==> config.mk <==
export PLATFORM = sky130hd
export DESIGN_NAME = spi_mnrch_param
export DESIGN_NICKNAME = d
export VERILOG_FILES = /design/src/rtl/spi_mnrch_param.sv
export SDC_FILE = /design/constraint.sdc
export NUM_CORES = 1
export LEC_CHECK = 0
export CAP_MARGIN = 20
export CORE_ASPECT_RATIO = 1.5
export CORE_UTILIZATION = 53
export CTS_CLUSTER_DIAMETER = 100
export DETAILED_ROUTE_END_ITERATION = 8
export PLACE_DENSITY = 0.85
export SLEW_MARGIN = 30
export SYNTH_ARGS = -nofsm -noshare
export SYNTH_HDL_FRONTEND = slang
export SYNTH_SLANG_ARGS = --single-unit
==> constraint.sdc <==
create_clock -name clk -period 5.35 [get_ports clk]
set_clock_uncertainty 0.15 [all_clocks]
set_input_delay 0.8025 -clock clk [delete_from_list [all_inputs] [get_ports clk]]
set_output_delay 0.8025 -clock clk [all_outputs]
set_load 0.02 [all_outputs]
==> src/rtl/spi_mnrch_param.sv <==
// Parametrised SPI monarch, mode 3, one DATA_W-bit word per transfer, NUM_SS selects.
// Optional SPI_MNRCH_LSB_FIRST_EN: shift LSB first (default build is MSB first).
`timescale 1ns/1ps
module spi_mnrch_param #(
  parameter int unsigned DATA_W     = 16,
  parameter int unsigned SCLK_DIV_W = 5,
  parameter int unsigned NUM_SS     = 1,
  parameter int unsigned SS_SEL_W   = (NUM_SS > 1) ? $clog2(NUM_SS) : 1
) (
  input  logic                clk,
  input  logic                rst_n,
  input  logic                wrt,
  input  logic [SS_SEL_W-1:0] ss_sel,
  input  logic [DATA_W-1:0]   wt_data,
  input  logic                MISO,
  output logic [NUM_SS-1:0]   SS_n,
  output logic                SCLK,
  output logic                MOSI,
  output logic                busy,
  output logic                done,
  output logic [DATA_W-1:0]   rd_data
);

  localparam int unsigned BIT_W = $clog2(DATA_W);
  localparam logic [SCLK_DIV_W-1:0] DivLoad = {2'b10, {(SCLK_DIV_W-2){1'b1}}};
  localparam logic [SCLK_DIV_W-1:0] SmplVal = {1'b0, {(SCLK_DIV_W-1){1'b1}}};

  typedef enum logic [1:0] {StIdle, StFrontPorch, StTrans, StBackPorch} state_e;

  state_e                r_state;
  logic [SCLK_DIV_W-1:0] r_cnt;
  logic [DATA_W-1:0]     r_shft;
  logic [BIT_W-1:0]      r_bit_cnt;
  logic [NUM_SS-1:0]     r_ss_n;
  logic                  r_busy;
  logic                  r_done;
  logic                  r_miso_smpl;

  logic                  w_smpl;
  logic                  w_shft_imm;
  logic [DATA_W-1:0]     w_shft_nxt;
  logic [NUM_SS-1:0]     w_ss_dec;

  assign w_smpl     = (r_cnt == SmplVal);
  assign w_shft_imm = &r_cnt;

`ifdef SPI_MNRCH_LSB_FIRST_EN
  assign w_shft_nxt = {r_miso_smpl, r_shft[DATA_W-1:1]};
  assign MOSI       = r_shft[0];
`else
  assign w_shft_nxt = {r_shft[DATA_W-2:0], r_miso_smpl};
  assign MOSI       = r_shft[DATA_W-1];
`endif

  // Out-of-range index leaves every select high (dummy transfer).
  always_comb begin
    w_ss_dec = '1;
    for (int unsigned i = 0; i < NUM_SS; i++) begin
      if (ss_sel == SS_SEL_W'(i)) w_ss_dec[i] = 1'b0;
    end
  end

  always_ff @(posedge clk) begin
    if (!rst_n) begin
      r_state     <= StIdle;
      r_cnt       <= '1;
      r_shft      <= '0;
      r_bit_cnt   <= '0;
      r_ss_n      <= '1;
      r_busy      <= 1'b0;
      r_done      <= 1'b0;
      r_miso_smpl <= 1'b0;
    end else begin
      if (w_smpl) r_miso_smpl <= MISO;
      r_cnt <= r_cnt + 1'b1;
      unique case (r_state)
        StIdle: begin
          // Divider held at its load value so SCLK stays high while idle.
          r_cnt <= DivLoad;
          if (wrt) begin
            r_shft    <= wt_data;
            r_bit_cnt <= '0;
            r_done    <= 1'b0;
            r_busy    <= 1'b1;
            r_ss_n    <= w_ss_dec;
            r_state   <= StFrontPorch;
          end
        end
        StFrontPorch: begin
          if (w_shft_imm) r_state <= StTrans;
        end
        StTrans: begin
          if (w_shft_imm) begin
            r_shft    <= w_shft_nxt;
            r_bit_cnt <= r_bit_cnt + 1'b1;
          end else if (r_bit_cnt == BIT_W'(DATA_W - 1)) begin
            r_state <= StBackPorch;
          end
        end
        StBackPorch: begin
          if (w_shft_imm) begin
            r_shft  <= w_shft_nxt;
            r_cnt   <= DivLoad;
            r_done  <= 1'b1;
            r_ss_n  <= '1;
            r_busy  <= 1'b0;
            r_state <= StIdle;
          end
        end
      endcase
    end
  end

  assign SS_n    = r_ss_n;
  assign SCLK    = r_cnt[SCLK_DIV_W-1];
  assign busy    = r_busy;
  assign done    = r_done;
  assign rd_data = r_shft;

endmodule

# Word level (Yosys, flattened, before mapping)
# Cells that the tools add are included.
totals:
  out_inout_bits: 21
  in_bits: 21
  elab_cells: 55
  reg_bits: 31
op_classes:
  add_sub_neg: 2
  n_mux: 23
  reduce_logical: 10
  eq_ne: 12
ops:
  columns: ["op", "count"]
  rows:
  - ["$mux W16", 2]
  - ["$pmux W16 S2", 1]
  - ["$ne A2 B2 Y1 const B", 6]
  - ["$mux W2", 5]
  - ["$pmux W5 S2", 1]
  - ["$reduce_and A5 Y1", 2]
  - ["$reduce_and A3 Y1", 3]
  - ["$mux W4", 2]
  - ["$pmux W2 S4", 1]
  - ["$pmux W4 S2", 1]
  - ["$mux W1", 6]
  - ["$pmux W1 S2", 3]
  - ["$reduce_bool A2 Y1", 3]
  - ["$add A5 B1 Y5 const B", 1]
  - ["$eq A5 B4 Y1 const B", 1]
  - ["$mux W5", 1]
  - ["$add A4 B1 Y4 const B", 1]
  - ["$eq A2 B2 Y1 const B", 2]
  - ["$eq A4 B4 Y1 const B", 1]
  - ["$eq A2 B1 Y1 const B", 1]
  - ["$logic_not A2 Y1", 1]
  - ["$ne A2 B1 Y1 const B", 1]
  - ["$reduce_or A2 Y1", 1]

# Longest topological paths before layout
# Gate-level depths: netlist of the first run.
depth:
  depth_word: 4
  depth_mapped: 9
  depth_no_buf: 7

# Worst setup path after synthesis of the first run
# No wires, ideal clock.
synth_timing:
  path_kind: "register -> register"
  startpoint: "register r_cnt[0]"
  endpoint: "register r_shft[10], in the netlist rd_data[10]"
  arrival_ns: 1.761
  period_less_slack_ns: 1.991
  required_ns: 5.120
  path_stages_with_launch: 10
  setup_time_ns: 0.080
  path_slack_ns: 3.359
  path_buffers: 3
  path_cell_list: "dfxtp_1 -> ha_1 -> and3_1 -> ha_1 -> nand2b_1 -> buf_2 -> and3_4 -> buf_6 -> buf_6 -> a211oi_2"
synth_via:
  elab_chain_cells: 3
synth_rtl:
  columns: ["item", "line", "text"]
  rows:
  - ["from (decl)", "31", "logic [SCLK_DIV_W-1:0] r_cnt;"]
  - ["from (signal assigned)", "75", "r_cnt <= r_cnt + 1'b1;"]
  - ["from (signal assigned)", "79", "r_cnt <= DivLoad;"]
  - ["from (signal assigned)", "103", "r_cnt <= DivLoad;"]
  - ["$reduce_and A5 Y1", "45", "assign w_shft_imm = &r_cnt;"]
  - ["$ne A2 B1 Y1 (no line)", null, null]
  - ["$reduce_and A3 Y1 (no line)", null, null]
  - ["to (signal assigned)", "81", "r_shft <= wt_data;"]
  - ["to (signal assigned)", "94", "r_shft <= w_shft_nxt;"]
  - ["to (signal assigned)", "102", "r_shft <= w_shft_nxt;"]
  - ["to (decl)", "32", "logic [DATA_W-1:0] r_shft;"]
# No other way between the ends.
# A chain may end at the register's enable or synchronous reset.

# Worst setup path after layout of the first run
layout_timing:
  startpoint: "register r_state[1]"
  endpoint: "register r_shft[13], in the netlist rd_data[13]"
layout_via:
  elab_chain_cells: 4
  elab_cells_between_ends: 9
layout_rtl:
  columns: ["item", "line", "text"]
  rows:
  - ["from (decl)", "30", "state_e r_state;"]
  - ["from (signal assigned)", "65", "r_state <= StIdle;"]
  - ["from (signal assigned)", "86", "r_state <= StFrontPorch;"]
  - ["from (signal assigned)", "90", "if (w_shft_imm) r_state <= StTrans;"]
  - ["$eq A2 B2 Y1", "76", "unique case (r_state)"]
  - ["$reduce_or A2 Y1 (no line)", null, null]
  - ["$ne A2 B1 Y1 (no line) or $reduce_bool A2 Y1 (tied branches)", null, null]
  - ["$reduce_and A3 Y1 (no line)", null, null]
# Several ways; a longest one is shown, not always the timed one.

==> metrics.txt, run 1 <==
num rows=25; Max Freq=0.332 GHz; vias in the first global route=1,501; Iter 0 DRT Violations=54; CORE AREA=0.00313 mm²; clock tree buffer depth=2; worst hold-check path type=flip-flop to flip-flop; WL/cell=16.3 µm; Slew @ Worst Pin=859 ps; CP endpoint kind=flip-flop; largest net degree at the start of global routing=24; CP Data Required Time=5330 ps; vias=1,574; startpoint types=flip-flop; fin crit share=0.563; DP Worst Slack=2400 ps; Die H=72.2 µm; min Tclk post-route=3010 ps; CP arrival=2990 ps; Crit Path Max Fanout=23; Starting Density=0.557; Vias/cell=6.10; die area=0.00353 mm²; Final WS setup=2340 ps; GRT Util Overall=0.252; slew margin rel.=0.428; Worst-Skew Late Latency=290 ps; Clock transition at path regs=70 ps; # port buffers=41; clock root buffer=clkbuf_8; H-tree depth=2; register area share after synthesis=0.356; LEAKAGE=0.793 nW; Area Overhead vs Synth=24.9%; RSZ-0062 raised after global routing=no; die width=48.8 µm; antenna diode count=0; status=finished clean; cells after synthesis=187; Routed WL=4.20 mm; CTS resizes=0; MaxCap Viol Count=0; most common cell after layout, fill and taps aside=clkdlybuf4s50_1; post-CTS setup repair buffer count=0; Slowest Stage Delay on Critical Path=840 ps; TNS Setup=0 ps; number of CTS-inserted buffers=5; DP Area=0.00210 mm²; DPL Wire Length=2.93 mm; endpoints failing setup=0; Setup CP Type=flip-flop to flip-flop; final hold vios=0; initial antenna violation count=0; area leader, netlist=dfxtp_1; Syn Nets=218; Yosys Warn Count=0; Overflow after GRT=0; pwr dens=627 mW/mm²; CP cell instances=inv_1 -> ha_1 -> nand2b_1 -> and3_4 -> a311oi_1; Syn Std Cell Area=0.00174 mm²; count of cell types in the netlist=38; gp weighted congestion=0.806; final net count=248; WHS=341 ps; #FFs+latches synth=31; CTS tree=yes; # DRC=0; CP delay by family, top=simple AND/OR/NAND/NOR gates; maximum vdd drop=0.365 mV; Hold-fix buffers, CTS=0; final core occ=0.696; most frequent cells in the layout=clkdlybuf4s50_1 (41), dfxtp_1 (31), a31oi_1 (16); Pre-Repair DR Iteration Count=4; Final ANT Viol Nets=0; first-pass GRT wire length=6.80 mm; Final Cell Area=0.00218 mm²; layout cells sized above 1=0.101; I/O pins=42; final max-slew violation count=0; Syn Area/Cell=9.32 µm²; main area contributors after synthesis=dfxtp_1 (36%), mux2i_1 (8.0%), a211oi_2 (7.2%); CP bufs+invs=1; CTS sink count=31; crit path max-delay cell type=dfxtp_1; Synth top area share=0.356
power by group:
part	leakage, nW	internal (mW)	switching, mW
clock	0.0422	0.0911	0.0873
combinational	0.494	0.358	0.427
sequential	0.256	0.313	0.0872
cell type report:
| class | count | area, µm² |
|---|---|---|
| clock buffers | 7 | 76.3 |
| clock inverters | 1 | 5.00 |
| multi-input cells | 132 | 992 |
| repair buffers | 41 | 410 |
| inverters | 6 | 22.5 |
| well taps | 40 | 50.0 |
| flip-flops and latches | 31 | 621 |
| fillers | 267 | 951 |
tightest hold or removal path, delay by kind of cell (launching register included):
kind               cells  cell delay [ps]
AOI/OAI and AO/OA      1               70
and+or+nand+nor        1               50
DFF                    1              320
sequential cells by signal, indices dropped and copies added, names as in the netlist:
name and flops:
r_miso_smpl 1, r_cnt 5, busy 1, rd_data 16
r_state 2, done 1, r_bit_cnt 4, SS_n 1
metal layers:
metal / vias up / global-route usage / part of all wire
li1: 746 / - / -
met5: - / 0 / 0
met4: 0 / 0.160 / 0.025
met2: 70 / 0.449 / 0.52
met1: 748 / 0.260 / 0.39
met3: 10 / 0.0650 / 0.055
stage by stage:
step	power, mW	std cells
2_1_floorplan	0.993	187
3_3_place_gp	1.14	250
3_5_place_dp	1.18	250
4_1_cts	1.36	258
5_1_grt	1.45	258
6_report	1.36	258
cell families (layout without fill, tap and decap cells):
family	after synthesis	count (layout)	share of synthesized area
simple gates	41	41	0.133
fa+ha+maj	10	10	0.0718
flops	31	31	0.356
mux	14	14	0.0804
xor+xnor	2	2	0.0101
buf+inv	24	55	0.0747
compound gates	65	65	0.274
path summary, 6_finish.rpt:
path / cells past startpoint / startpoint / end / slack [ps]
setup / recovery: 5 / r_state[1]$_SDFFE_PN0P_ / rd_data[13]$_SDFFE_PN0P_ / 2340
hold / removal: 2 / r_bit_cnt[3]$_SDFFE_PN0P_ / r_bit_cnt[3]$_SDFFE_PN0P_ / 340
setup reg to reg: 5 / r_state[1]$_SDFFE_PN0P_ / rd_data[13]$_SDFFE_PN0P_ / 2340
hold reg to reg: 2 / r_bit_cnt[3]$_SDFFE_PN0P_ / r_bit_cnt[3]$_SDFFE_PN0P_ / 340
cell usage after synthesis, drive strengths merged:
master and n:
and2 2, a21boi 1, o22a 1, nor2 4, clkbuf 8, nand2 12
o31ai 1, o21ba 1, or2 3, xor2 2, o21ai 12, and3 2
nand3b 2, inv 6, nand4 1, nor3 1, o311ai 1, ha 10
o22ai 1, o32ai 1, a211oi 13, a21oi 9, a311oi 5, o31a 1
mux2i 14, a31oi 16, dfxtp 31, nand2b 6, nor2b 3, nand3 3
nand4b 2, buf 10, o21a 2
(Power assumes the default switching activity.)
==> run 2, diff against run 1 <==
--- a/config.mk
+++ b/config.mk
@@ -7,10 +7,10 @@
 export LEC_CHECK = 0
 export CAP_MARGIN = 20
 export CORE_ASPECT_RATIO = 1.5
-export CORE_UTILIZATION = 53
+export CORE_UTILIZATION = 44
 export CTS_CLUSTER_DIAMETER = 100
 export DETAILED_ROUTE_END_ITERATION = 8
-export PLACE_DENSITY = 0.85
+export PLACE_DENSITY = 0.75
 export SLEW_MARGIN = 30
 export SYNTH_ARGS = -nofsm -noshare
 export SYNTH_HDL_FRONTEND = slang
==> constraint.sdc (replaced) <==
create_clock -name clk -period 2.55 [get_ports clk]
set_clock_uncertainty 0.15 [all_clocks]
set_input_delay 0.3825 -clock clk [delete_from_list [all_inputs] [get_ports clk]]
set_output_delay 0.3825 -clock clk [all_outputs]
set_load 0.02 [all_outputs]
==> run 2 against run 1 <==
Effect of this change: first-iteration DRC count fell by 43%; flip-flop and latch count did not move; sequential share of layout area fell by 0.80 points; hold slack better by 15 ps; cell count rose by 3.5%; final area is 2.9% higher; combinational power increased by 120%; highest routed layer unchanged; global-route usage fell by 5.5 points; wire length fell by 8.8%; largest power group unchanged; clock power up 120%.
==> metrics.txt, run 2 (synthesized netlist as in run 1, its figures left out) <==
worst hold-check path type=flip-flop to flip-flop; max reg flops=16 (unchanged); Slowest Stage Delay on Critical Path=360 ps (-480 ps); initial antenna violation count=0 (unchanged); Final WS setup=414 ps (-1920 ps); H-tree depth=2 (unchanged); Crit Path Max Fanout=16 (-30%); CP arrival=2180 ps (-810 ps); startpoint types=flip-flop; min Tclk post-route=2140 ps (-877 ps); CTS tree=yes; num rows=27 (+8.0%); Clock transition at path regs=70 ps (about the same); Final Cell Area=0.00224 mm² (+2.9%); DP Area=0.00215 mm² (+2.7%); gp weighted congestion=0.813 (+0.88%); Max Freq=0.468 GHz (+41%); pwr dens=1300 mW/mm² (+110%); MaxCap Viol Count=0 (unchanged); CP endpoint kind=flip-flop; largest net degree at the start of global routing=21 (-13%); TNS Setup=0 ps (unchanged); maximum vdd drop=0.678 mV (+86%); endpoints failing setup=0 (unchanged); clock root buffer=clkbuf_8; vias in the first global route=1,435 (-4.4%); CORE AREA=0.00372 mm² (+19%); die area=0.00422 mm² (+20%); CP cell instances=ha_1 -> and3_1 -> ha_1 -> nand2b_1 -> buf_4 -> a31oi_1 -> a311oi_1; CTS sink count=31 (unchanged); Layout Cells excl Fill=267 (+3.5%); slew margin rel.=0.675 (+0.247); most frequent cells in the layout=clkdlybuf4s50_1 (41), dfxtp_1 (31), a31oi_1 (16); Worst-Skew Late Latency=290 ps (about the same); Filler cells=341 (+28%); vias=1,526 (-3.0%); WL/cell=14.4 µm (-12%); Vias/cell=5.72 (-6.3%); Hold-fix buffers, CTS=0 (unchanged); I/O pins=42 (unchanged); CP bufs+invs=1 (unchanged); Setup CP Type=flip-flop to flip-flop; antenna diode count=0 (unchanged); final core occ=0.603 (-0.0933); DPL Wire Length=2.76 mm (-5.8%); Overflow after GRT=0 (unchanged); clock tree buffer depth=2 (unchanged); layout cells sized above 1=0.134 (+0.0330); Final ANT Viol Nets=0 (unchanged); crit path max-delay cell type=dfxtp_1; fin crit share=0.838 (+0.274); most frequent CP cell=ha_1; Slew @ Worst Pin=488 ps (-371 ps); CP delay by family, top=adder cells; final net count=255 (+2.8%); final max-slew violation count=0 (unchanged); die width=53.4 µm (+9.4%); post-CTS setup repair buffer count=0 (unchanged); CP Data Required Time=2600 ps (-2730 ps); first-pass GRT wire length=6.12 mm (-10%); Die H=79.1 µm (+9.5%); GRT Util Overall=0.197 (-0.0548); Starting Density=0.469 (-0.0882); status=finished clean; WHS=356 ps (+15.0 ps); # port buffers=41 (unchanged); LEAKAGE=0.831 nW (+4.8%); CTS resizes=0 (unchanged); final hold vios=0 (unchanged); DP Worst Slack=417 ps (-1990 ps); RSZ-0062 raised after global routing=no; Routed WL=3.83 mm (-8.8%); Cells after DPL=260 (+4.0%); Area Overhead vs Synth=28.5%; Pre-Repair DR Iteration Count=4 (unchanged); Pwr Total=2.90 mW (+110%); number of CTS-inserted buffers=5 (unchanged); Iter 0 DRT Violations=31 (-43%); most common cell after layout, fill and taps aside=clkdlybuf4s50_1; # DRC=0 (unchanged)
[run 2: changes by cell type in the layout (fill, tap and decap cells not counted)]
cell	change
buf_4	+7
clkbuf_8	+1
clkbuf_1	-2
[run 2: where the power goes]
| group | switching [mW] | internal, mW | total, mW |
|---|---|---|---|
| Clock | 0.183 | 0.211 | 0.394 |
| Sequential | 0.138 | 0.656 | 0.794 |
| Combinational | 0.919 | 0.795 | 1.71 |
[run 2: metal layers]
| metal | vias up | share of wire | global-route usage | routed length [µm] |
|---|---|---|---|---|
| met1 | 713 | 0.42 | 0.213 | 1620 |
| met2 | 46 | 0.52 | 0.334 | 1980 |
| li1 | 759 | - | - | - |
| met3 | 8 | 0.039 | 0.0460 | 150 |
| met5 | - | 0 | 0 | 0 |
| met4 | 0 | 0.023 | 0.118 | 89 |
[run 2: layout make-up]
class	count	area (µm²)	area share
inverter	6	22.5	0.0101
clock inverter	1	5.00	0.00223
multi-input combinational	132	992	0.443
tap	43	53.8	0.0240
timing repair buffer	48	463	0.207
clock buffer	6	82.6	0.0369
sequential	31	621	0.277
[run 2: worst min-delay path: stages, from the launching register on]
cell and delay (ps):
dfxtp_1 330, nand2_1 60, o32ai_1 70
[run 2: final timing paths]
check | cells after the start | from | to | slack (ps)
worst max-delay path | 7 | r_cnt[0]$_SDFF_PN1_ | rd_data[13]$_SDFFE_PN0P_ | 410
worst min-delay path | 2 | r_bit_cnt[3]$_SDFFE_PN0P_ | r_bit_cnt[3]$_SDFFE_PN0P_ | 360
worst max register to register | 7 | r_cnt[0]$_SDFF_PN1_ | rd_data[13]$_SDFFE_PN0P_ | 410
worst min register to register | 2 | r_bit_cnt[3]$_SDFFE_PN0P_ | r_bit_cnt[3]$_SDFFE_PN0P_ | 360
